$ cat src/rtl/alu_command_sequencer.sv
// alu_command_sequencer
// Issues a host-loaded program of {op_code, operand} words to the 16-bit
// accumulator ALU. Each instruction gets one ISSUE cycle followed by one
// CAPTURE cycle in which the ALU sees NO-OP. The sequencer flags
// divide-by-zero before issue, records add/sub overflow, and hands the final
// accumulator value back to the host.
module alu_command_sequencer #(
  parameter int DEPTH         = 16,
  parameter int AW            = 4,
  parameter bit HALT_ON_ERROR = 1'b1
) (
  input  logic          clk,
  input  logic          rst_n,
  input  logic          prog_wr,
  input  logic [AW-1:0] prog_addr,
  input  logic [19:0]   prog_data,
  input  logic [AW:0]   prog_len,
  input  logic          start,
  output logic          busy,
  output logic          done,
  output logic [AW-1:0] pc,
  output logic [3:0]    alu_op_code,
  output logic [15:0]   alu_inputA,
  input  logic [31:0]   alu_result,
  input  logic          alu_error,
  output logic [31:0]   result,
  output logic [1:0]    err_flags
);

  localparam logic [3:0] OP_ADD = 4'b0000;
  localparam logic [3:0] OP_SUB = 4'b1000;
  localparam logic [3:0] OP_DIV = 4'b0010;
  localparam logic [3:0] OP_MOD = 4'b0001;
  localparam logic [3:0] OP_NOP = 4'b1101;
  localparam logic [AW:0]   LEN_MAX = (AW+1)'(DEPTH);
  localparam logic [AW:0]   LEN_ONE = (AW+1)'(1);
  localparam logic [AW-1:0] PC_ONE  = AW'(1);

  typedef enum logic [1:0] {
    S_IDLE    = 2'd0,
    S_ISSUE   = 2'd1,
    S_CAPTURE = 2'd2,
    S_FINISH  = 2'd3
  } state_t;

  state_t        state_q, state_d;
  logic          busy_q, busy_d;
  logic          done_q, done_d;
  logic [AW-1:0] pc_q, pc_d;
  logic [3:0]    op_q, op_d;
  logic [15:0]   a_q, a_d;
  logic [31:0]   result_q, result_d;
  logic [1:0]    err_q, err_d;
  logic [AW:0]   len_q, len_d;
  logic          hit_q, hit_d;

  logic [19:0]   mem_q [DEPTH];

  logic [19:0]   fetch0_s;
  logic [19:0]   fetch_next_s;
  logic [AW-1:0] pc_inc_s;
  logic [AW:0]   len_sat_s;
  logic          last_s;
  logic          ovf_s;
  logic          dz_s;

  // Program store: host writes land only while idle; contents survive reset.
  always_ff @(posedge clk) begin
    if (prog_wr && (state_q == S_IDLE)) begin
      mem_q[prog_addr] <= prog_data;
    end
  end

  // Fetch paths and error detection; entry 0 forwards a same-edge host write.
  always_comb begin
    fetch0_s     = (prog_wr && (prog_addr == {AW{1'b0}})) ? prog_data : mem_q[0];
    pc_inc_s     = pc_q + PC_ONE;
    fetch_next_s = mem_q[pc_inc_s];
    len_sat_s    = (prog_len > LEN_MAX) ? LEN_MAX : prog_len;
    last_s       = ({1'b0, pc_q} == (len_q - LEN_ONE));
    ovf_s        = alu_error && ((op_q == OP_ADD) || (op_q == OP_SUB));
    // Divisor is the pre-issue accumulator, i.e. the ALU's current inputB.
    dz_s         = ((op_q == OP_DIV) || (op_q == OP_MOD)) && (alu_result[15:0] == 16'h0000);
  end

  // Next-state and next-output logic of the run controller.
  always_comb begin
    state_d  = state_q;
    busy_d   = busy_q;
    done_d   = 1'b0;
    pc_d     = pc_q;
    op_d     = OP_NOP;
    a_d      = a_q;
    result_d = result_q;
    err_d    = err_q;
    len_d    = len_q;
    hit_d    = hit_q;
    case (state_q)
      S_IDLE: begin
        if (start) begin
          if (prog_len == {(AW+1){1'b0}}) begin
            state_d = S_FINISH;
            done_d  = 1'b1;
          end else begin
            state_d = S_ISSUE;
            busy_d  = 1'b1;
            err_d   = 2'b00;
            pc_d    = {AW{1'b0}};
            len_d   = len_sat_s;
            hit_d   = 1'b0;
            op_d    = fetch0_s[19:16];
            a_d     = fetch0_s[15:0];
          end
        end else begin
          state_d = S_IDLE;
        end
      end
      S_ISSUE: begin
        // The ALU register captures the new accumulator at this same edge.
        err_d   = err_q | {dz_s, ovf_s};
        hit_d   = dz_s | ovf_s;
        state_d = S_CAPTURE;
      end
      S_CAPTURE: begin
        result_d = alu_result;
        if ((HALT_ON_ERROR && hit_q) || last_s) begin
          state_d = S_FINISH;
          busy_d  = 1'b0;
          done_d  = 1'b1;
        end else begin
          state_d = S_ISSUE;
          pc_d    = pc_inc_s;
          op_d    = fetch_next_s[19:16];
          a_d     = fetch_next_s[15:0];
        end
      end
      S_FINISH: begin
        state_d = S_IDLE;
      end
      default: begin
        state_d = S_IDLE;
        busy_d  = 1'b0;
      end
    endcase
  end

  // Controller state and registered outputs.
  always_ff @(posedge clk or negedge rst_n) begin
    if (!rst_n) begin
      state_q  <= S_IDLE;
      busy_q   <= 1'b0;
      done_q   <= 1'b0;
      pc_q     <= {AW{1'b0}};
      op_q     <= OP_NOP;
      a_q      <= 16'h0000;
      result_q <= 32'h0000_0000;
      err_q    <= 2'b00;
      len_q    <= {(AW+1){1'b0}};
      hit_q    <= 1'b0;
    end else begin
      state_q  <= state_d;
      busy_q   <= busy_d;
      done_q   <= done_d;
      pc_q     <= pc_d;
      op_q     <= op_d;
      a_q      <= a_d;
      result_q <= result_d;
      err_q    <= err_d;
      len_q    <= len_d;
      hit_q    <= hit_d;
    end
  end

  assign busy        = busy_q;
  assign done        = done_q;
  assign pc          = pc_q;
  assign alu_op_code = op_q;
  assign alu_inputA  = a_q;
  assign result      = result_q;
  assign err_flags   = err_q;

endmodule

$ cat config.mk
export PLATFORM = sky130hd
export DESIGN_NAME = alu_command_sequencer
export DESIGN_NICKNAME = d
export VERILOG_FILES = /design/src/rtl/alu_command_sequencer.sv
export SDC_FILE = /design/constraint.sdc
export NUM_CORES = 1
export LEC_CHECK = 0
export BUFFER_PORTS_ARGS = -buffer_cell sky130_fd_sc_hd__buf_4
export CORE_ASPECT_RATIO = 0.75
export CORE_UTILIZATION = 47
export CTS_CLUSTER_SIZE = 24
export DETAILED_ROUTE_END_ITERATION = 7
export PLACE_DENSITY = 0.65
export SLEW_MARGIN = 30
export SYNTH_ARGS = -nofsm -noshare
export SYNTH_HDL_FRONTEND = slang
export SYNTH_SLANG_ARGS = --single-unit
$ cat constraint.sdc
create_clock -name clk -period 3 [get_ports clk]
set_clock_uncertainty 0.2 [all_clocks]
set_input_delay 0.15 -clock clk [delete_from_list [all_inputs] [get_ports clk]]
set_output_delay 0.15 -clock clk [all_outputs]
set_load 0.005 [all_outputs]
### Word level (Yosys, flattened, before mapping)

Memories as Yosys holds them, arrays and structs flattened.
Cells that the tools add are included.

| word-level totals | value |
|---|---|
| output and inout port bits | 60 |
| bits of input ports | 66 |
| memories kept | 1 |
| flip-flop bits (word level) | 68 |
| word-level logic and storage cells | 80 |
| bits in writable memories | 320 |

| cells by class | value |
|---|---|
| muxes and demuxes | 34 |
| bitwise logic cells | 3 |
| $add $sub $neg | 2 |
| $lt $le $gt $ge | 1 |
| reduce and logical (&&, ||, !) cells | 18 |
| eq/ne operators | 11 |

Memories:

| memory | words | bits a word | read ports | clocked after Yosys merged registers in | wr ports | line | text |
|---|---|---|---|---|---|---|---|
| mem_q | 16 | 20 | 2 | 0 | 1 | 57 | `logic [19:0] mem_q [DEPTH];` |

Operator list:

| cell | count |
|---|---|
| $mux W16 | 3 |
| $pmux W16 S2 | 1 |
| $mux W4 | 6 |
| $mux W20 | 1 |
| $logic_not A16 Y1 | 1 |
| $pmux W4 S2 | 2 |
| $mux W1 | 10 |
| $mux W2 | 5 |
| $logic_not A4 Y1 | 2 |
| $ne A2 B2 Y1 const B | 4 |
| $pmux W2 S4 | 1 |
| $reduce_and A4 Y1 | 2 |
| $pmux W1 S2 | 3 |
| $reduce_and A3 Y1 | 2 |
| $eq A4 B5 Y1 | 1 |
| $gt A5 B5 Y1 const B | 1 |
| $logic_not A5 Y1 | 1 |
| $mux W5 | 1 |
| $sub A5 B1 Y5 const B | 1 |
| $add A4 B1 Y4 const B | 1 |
| $eq A2 B2 Y1 const B | 2 |
| $eq A4 B1 Y1 const B | 1 |
| $eq A4 B2 Y1 const B | 1 |
| $eq A4 B4 Y1 const B | 1 |
| other kinds (9) | 15 |

### Depth between registers and ports, before layout

| logic depth | value |
|---|---|
| depth in word-level cells | 6 |
| gate-level depth with buffers | 9 |
| depth with buffers taken out | 7 |

### Worst setup path after synthesis

No wires, ideal clock.

| timing path | value |
|---|---|
| path type | flip-flop to flip-flop |
| from | register pc_q[1], in the netlist pc[1] |
| to | register a_q[0], in the netlist alu_inputA[0] |
| buffers on the path | 3 |
| setup time | 0.134 ns |
| path slack | 0.569 ns |
| data arrival time | 2.097 ns |
| clock period less this slack | 2.431 ns |
| cell stages (with the launch flop) | 10 |
| data required time | 2.666 ns |
| cell sequence | dfrtp_1 -> ha_1 -> buf_4 -> clkbuf_1 -> buf_2 -> mux4_2 -> nand2_1 -> nand4_1 -> o211ai_1 -> mux2i_1 |

| between the ends | value |
|---|---|
| longest elaborated chain between the ends | 4 |
| elaborated cells between the ends (all ways) | 8 |
| those cells by class | add/sub (1); eq/ne (2); mux (2); reduce/logical (2); memory (1) |

Ends and longest elaborated chain:

| element | line | text |
|---|---|---|
| start, declared | 49 | `logic [AW-1:0] pc_q, pc_d;` |
| start signal, assigned | 153 | `pc_q <= {AW{1'b0}};` |
| start signal, assigned | 164 | `pc_q <= pc_d;` |
| $add A4 B1 Y4 or $eq A4 B5 Y1 (tied branches) | 77, 80 |  |
| $mem_v2 Z16 W20 or $logic_or A1 B1 Y1 (tied branches) | n/a |  |
| $mux W16 or $ne A2 B2 Y1 (tied branches) | n/a |  |
| $pmux W16 S2 or $reduce_and A4 Y1 (tied branches) | n/a |  |
| end signal, assigned | 155 | `a_q <= 16'h0000;` |
| end signal, assigned | 166 | `a_q <= a_d;` |
| end, declared | 51 | `logic [15:0] a_q, a_d;` |

Parallel ways exist; a longest one is shown, timed or not. The select of a mux whose other input is x is not followed.
A chain may end at the register's enable or synchronous reset.

### Final worst setup path

| timing path | value |
|---|---|
| from | register state_q[0] |
| to | register len_q[0] |

| between the ends | value |
|---|---|
| longest elaborated chain between the ends | 2 |

Ends and longest elaborated chain:

| element | line | text |
|---|---|---|
| start, declared | 46 | `state_t state_q, state_d;` |
| start signal, assigned | 161 | `state_q <= state_d;` |
| $logic_not A2 Y1 | 98 | `case (state_q)` |
| $reduce_and A3 Y1 (no source line) | n/a |  |
| end signal, assigned | 158 | `len_q <= {(AW+1){1'b0}};` |
| end signal, assigned | 169 | `len_q <= len_d;` |
| end, declared | 54 | `logic [AW:0] len_q, len_d;` |

No other way between the ends.

==> results by group <==
Worst setup path
  – Reg2Reg Depth: 7
  – Worst r2r dst: len_q[0]
  – Data required, critical path: 3.24 ns
  – RR Startpoint: state_q[0]
  – Levels on crit path: 7
  – Kind of critical path: reg -> reg
  – Slowest-stage cell, CP: dlygate4sd3_1
  – Crit path max fanout: 10
  – FF-to-FF setup slack: 0.52 ns
  – Startpoint Class: register
  – Worst path top cell family by delay: buffers and inverters
  – Crit-path cells: nor2_1, nand2_1, nor2_1, buf_4, nand3b_1, dlygate4sd3_1, o21ai_0
  – CP endpoint kind: register
  – CP peak stage delay: between 0.5 and 0.6 ns
  – CP startpoint: state_q[0]
  – Buf/Inv on CP: 2
  – Worst Path Arrival: 2.72 ns
  – CP endpoint: len_q[0]
  – Critical path's most frequent cell: nor2_1

Power
  – Pwr dens: 850 mW/mm^2
  – LEAKAGE: 6.69 nW
  – VDD IR max: slightly above 0.5 mV

Detailed routing
  – DRC viols: 0
  – DRT Pass-1 Iters: 5
  – WL final: 35.9 mm
  – DR vias: 8462
  – Antenna viol nets, final: 0
  – First DRT Iteration DRCs: 756
  – DR vias/cell: 5.55
  – Drt wl/cell: around 24 microns

Floorplan
  – Initial core utilization: 47.8%
  – Area of the core: 0.0324 sq mm
  – Overall die area: 0.0337 sq mm
  – Vert. Die Dim: 159 microns
  – Die width: between 200 and 250 microns
  – I/O pin cnt: 126
  – Rows: 57

Yosys
  – Synth Area in Compound Gates: 1.82%
  – FFs w/ async S/R, synth: 17.5%
  – Synth Register Bits: ~390
  – Synth Area in Adders: 0.162%
  – Synthesized area per cell: 18.8 sq um
  – Synth Net Count: 893
  – Main combinational cell family by area after synthesis: multiplexers
  – Mapped cell area: 0.0155 sq mm
  – Syn Inst Count: roughly 830
  – Sequential area share after synthesis: 73.1%
  – XOR/XNOR share of the synthesized area: 0.679%
  – Synth Area in Simple Gates: 5.32%
  – Distinct cell type count after synthesis: 42
  – Yosys warning count: 0
  – Number of synthesized flops with an enable pin: 320
  – Post-synthesis mux area share: 16.9%
  – Top_reg_cell synth: edfxtp_1

Clock network
  – Number of buffers created by CTS: 38
  – # clock sinks: 388
  – Clock Tree Buf Depth: 3
  – Clock tree from TritonCTS: yes
  – Root Driver: clkbuf_16
  – Setup repair bufs after CTS: 0
  – Clock latency on the worst-skew pair: approximately 0.54 ns
  – Clock-pin slew on the worst setup and hold paths: 0.06 ns
  – Htree depth: 2

Run status
  – Status: finished, final reports clean

STA
  – Count of final setup violators: 0
  – Slew Viols, Final: 0
  – Worst slew pin tran: 0.749 ns
  – Fmax: 0.404 GHz
  – Period utilization: 82.5%
  – Hold WS: 0.0367 ns
  – Total Neg Setup Slack: 0 ns
  – Post-route minimum period: roughly 2.5 ns
  – Final hold vios: 0
  – Setup ws final: around 0.52 ns
  – Rel. slew slack: 50.1%
  – RSZ-0062 raised after global routing: no

Global route
  – Largest net degree at the start of global routing: 53
  – Gr usage total: 22.0%
  – First-pass GRT wire length: 54.0 mm
  – GR Overflow Total: 0
  – Vias in the first global route: between 8000 and 9000
  – Initial antenna violation count: 0

Worst hold path
  – Hold Path Class: in -> async

Final layout
  – Layout cell share with drive strength beyond 1: around a third
  – Nets: 1121
  – Post-route cell area: between 0.015 and 0.02 sq mm
  – P&R area growth vs syn: 22.8%
  – Diode count: 0
  – Final Util: 58.7%

Placement
  – Placer Congestion: 0.753
  – Port buffer count: 125
  – Placed inst area: 0.0172 sq mm
  – Post-DP HPWL: 20.1 mm
  – Post-place setup slack: 0.609 ns

Flow run
  – Max Cap Viol: 0
## worst register-to-register path: stages (launching register included)
cell and delay, ns:
dfrtp_1 0.49, nor2_1 0.34, nand2_1 0.11, nor2_1 0.27, buf_4 0.25, nand3b_1 0.09, dlygate4sd3_1 0.56, o21ai_0 0.07
## cell usage after synthesis (all sizes together) (2+ instances only)
cell type	instances	area, sq um
edfxtp	320	9610
mux4	83	1870
nand2	78	293
dfrtp	65	1630
mux2	49	552
nand4	34	213
nor2	28	105
buf	25	180
mux2i	20	200
inv	19	71.3
clkbuf	17	63.8
o211ai	16	120
nand3	8	52.6
o21ai	8	40.0
xnor2	8	70.1
nand2b	5	31.3
nor3	4	20.0
xor2	4	35.0
a2bb2oi	3	26.3
dfstp	3	78.8
nand3b	3	22.5
nor2b	3	18.8
nor4	3	18.8
a21oi	2	21.3
and2	2	12.5
ha	2	25.0
nor3b	2	15.0
## area by class of cell
type	count	area [sq um]
flip-flops and latches	388	11300
clock buffers	49	1010
multi-input cells	376	3960
fillers	2499	13400
inverters	19	71.3
well taps	442	553
clock inverters	20	123
repair buffers	230	1970
## per-stage QoR
step / power [mW] / cells
floorplan: 10.1 / 825
global placement: 11.7 / 1392
detailed placement: 11.8 / 1392
CTS: 16.3 / 1524
global route: 16.9 / 1524
finish: 16.2 / 1524
## what timing repair did
action | 4_1_cts | 5_1_grt
hold endpoints to repair | 425 | 0
gates resized for setup | 0 | 0
hold buffers | 63 | 0
## worst min path at each step
| stage | from | end | slack (ns) | cells past startpoint |
|---|---|---|---|---|
| CTS | rst_n | pc[0] | 0.04 | 2 |
| global placement | rst_n | result[13] | 0.07 | 1 |
| detailed placement | rst_n | result[13] | 0.06 | 1 |
| finish | rst_n | result[13] | 0.04 | 2 |
| floorplan | rst_n | alu_inputA[0] | -0.35 | 0 |
| global route | rst_n | result[13] | 0.08 | 2 |
## report_power, final
part | total (mW) | internal [mW] | switching (mW)
Clock | 4.45 | 2.48 | 1.97
Sequential | 6.72 | 6.36 | 0.356
Combinational | 5.00 | 2.61 | 2.39
Total | 16.2 | 11.5 | 4.71
## state kept, by name, indices dropped and copies added, names as in the netlist
register and count:
mem_q 320, result 32, alu_inputA 16, len_q 5, alu_op_code 4, pc 4
err_flags 2, state_q 2, busy 1, done 1, hit_q 1
## cell usage in the layout (no fill, tap or decap), types with 2 or more instances in the layout
cell type	count
nand2b_1	5
nor2_1	11
a2bb2oi_1	3
o211ai_1	16
dfstp_2	3
xor2_1	2
nor2_2	16
mux2i_1	20
xnor2_2	2
clkinv_2	9
o21ai_0	8
nor4_1	3
nand4_1	34
dfrtp_1	64
mux2_2	49
clkbuf_16	39
nand2_1	78
nor2b_1	3
clkbuf_1	10
and2_1	2
dlygate4sd3_1	63
clkinv_1	8
inv_1	19
xnor2_1	6
nor3_1	4
edfxtp_1	320
buf_4	160
buf_12	7
nand3_1	7
mux4_2	83
nand3b_1	3
## kinds of logic (layout without fill, tap and decap cells)
| family | after synthesis | after routing |
|---|---|---|
| DFF | 388 | 388 |
| and+or+nand+nor | 173 | 173 |
| muxes | 152 | 152 |
| buffers and inverters | 61 | 318 |
| AOI/OAI and AO/OA | 37 | 37 |
| xor gates and xnor gates | 12 | 12 |
| adders and majority gates | 2 | 2 |
## routing by layer
layer | global-route usage (%) | vias up | part of all wire (%)
met3 | 4.32 | 45 | 6.3
li1 | - | 3731 | -
met2 | 34.3 | 269 | 48
met5 | 0 | - | 0
met1 | 32.2 | 4417 | 44
met4 | 5.37 | 0 | 1.7
Power figures use the tool's default switching activity.
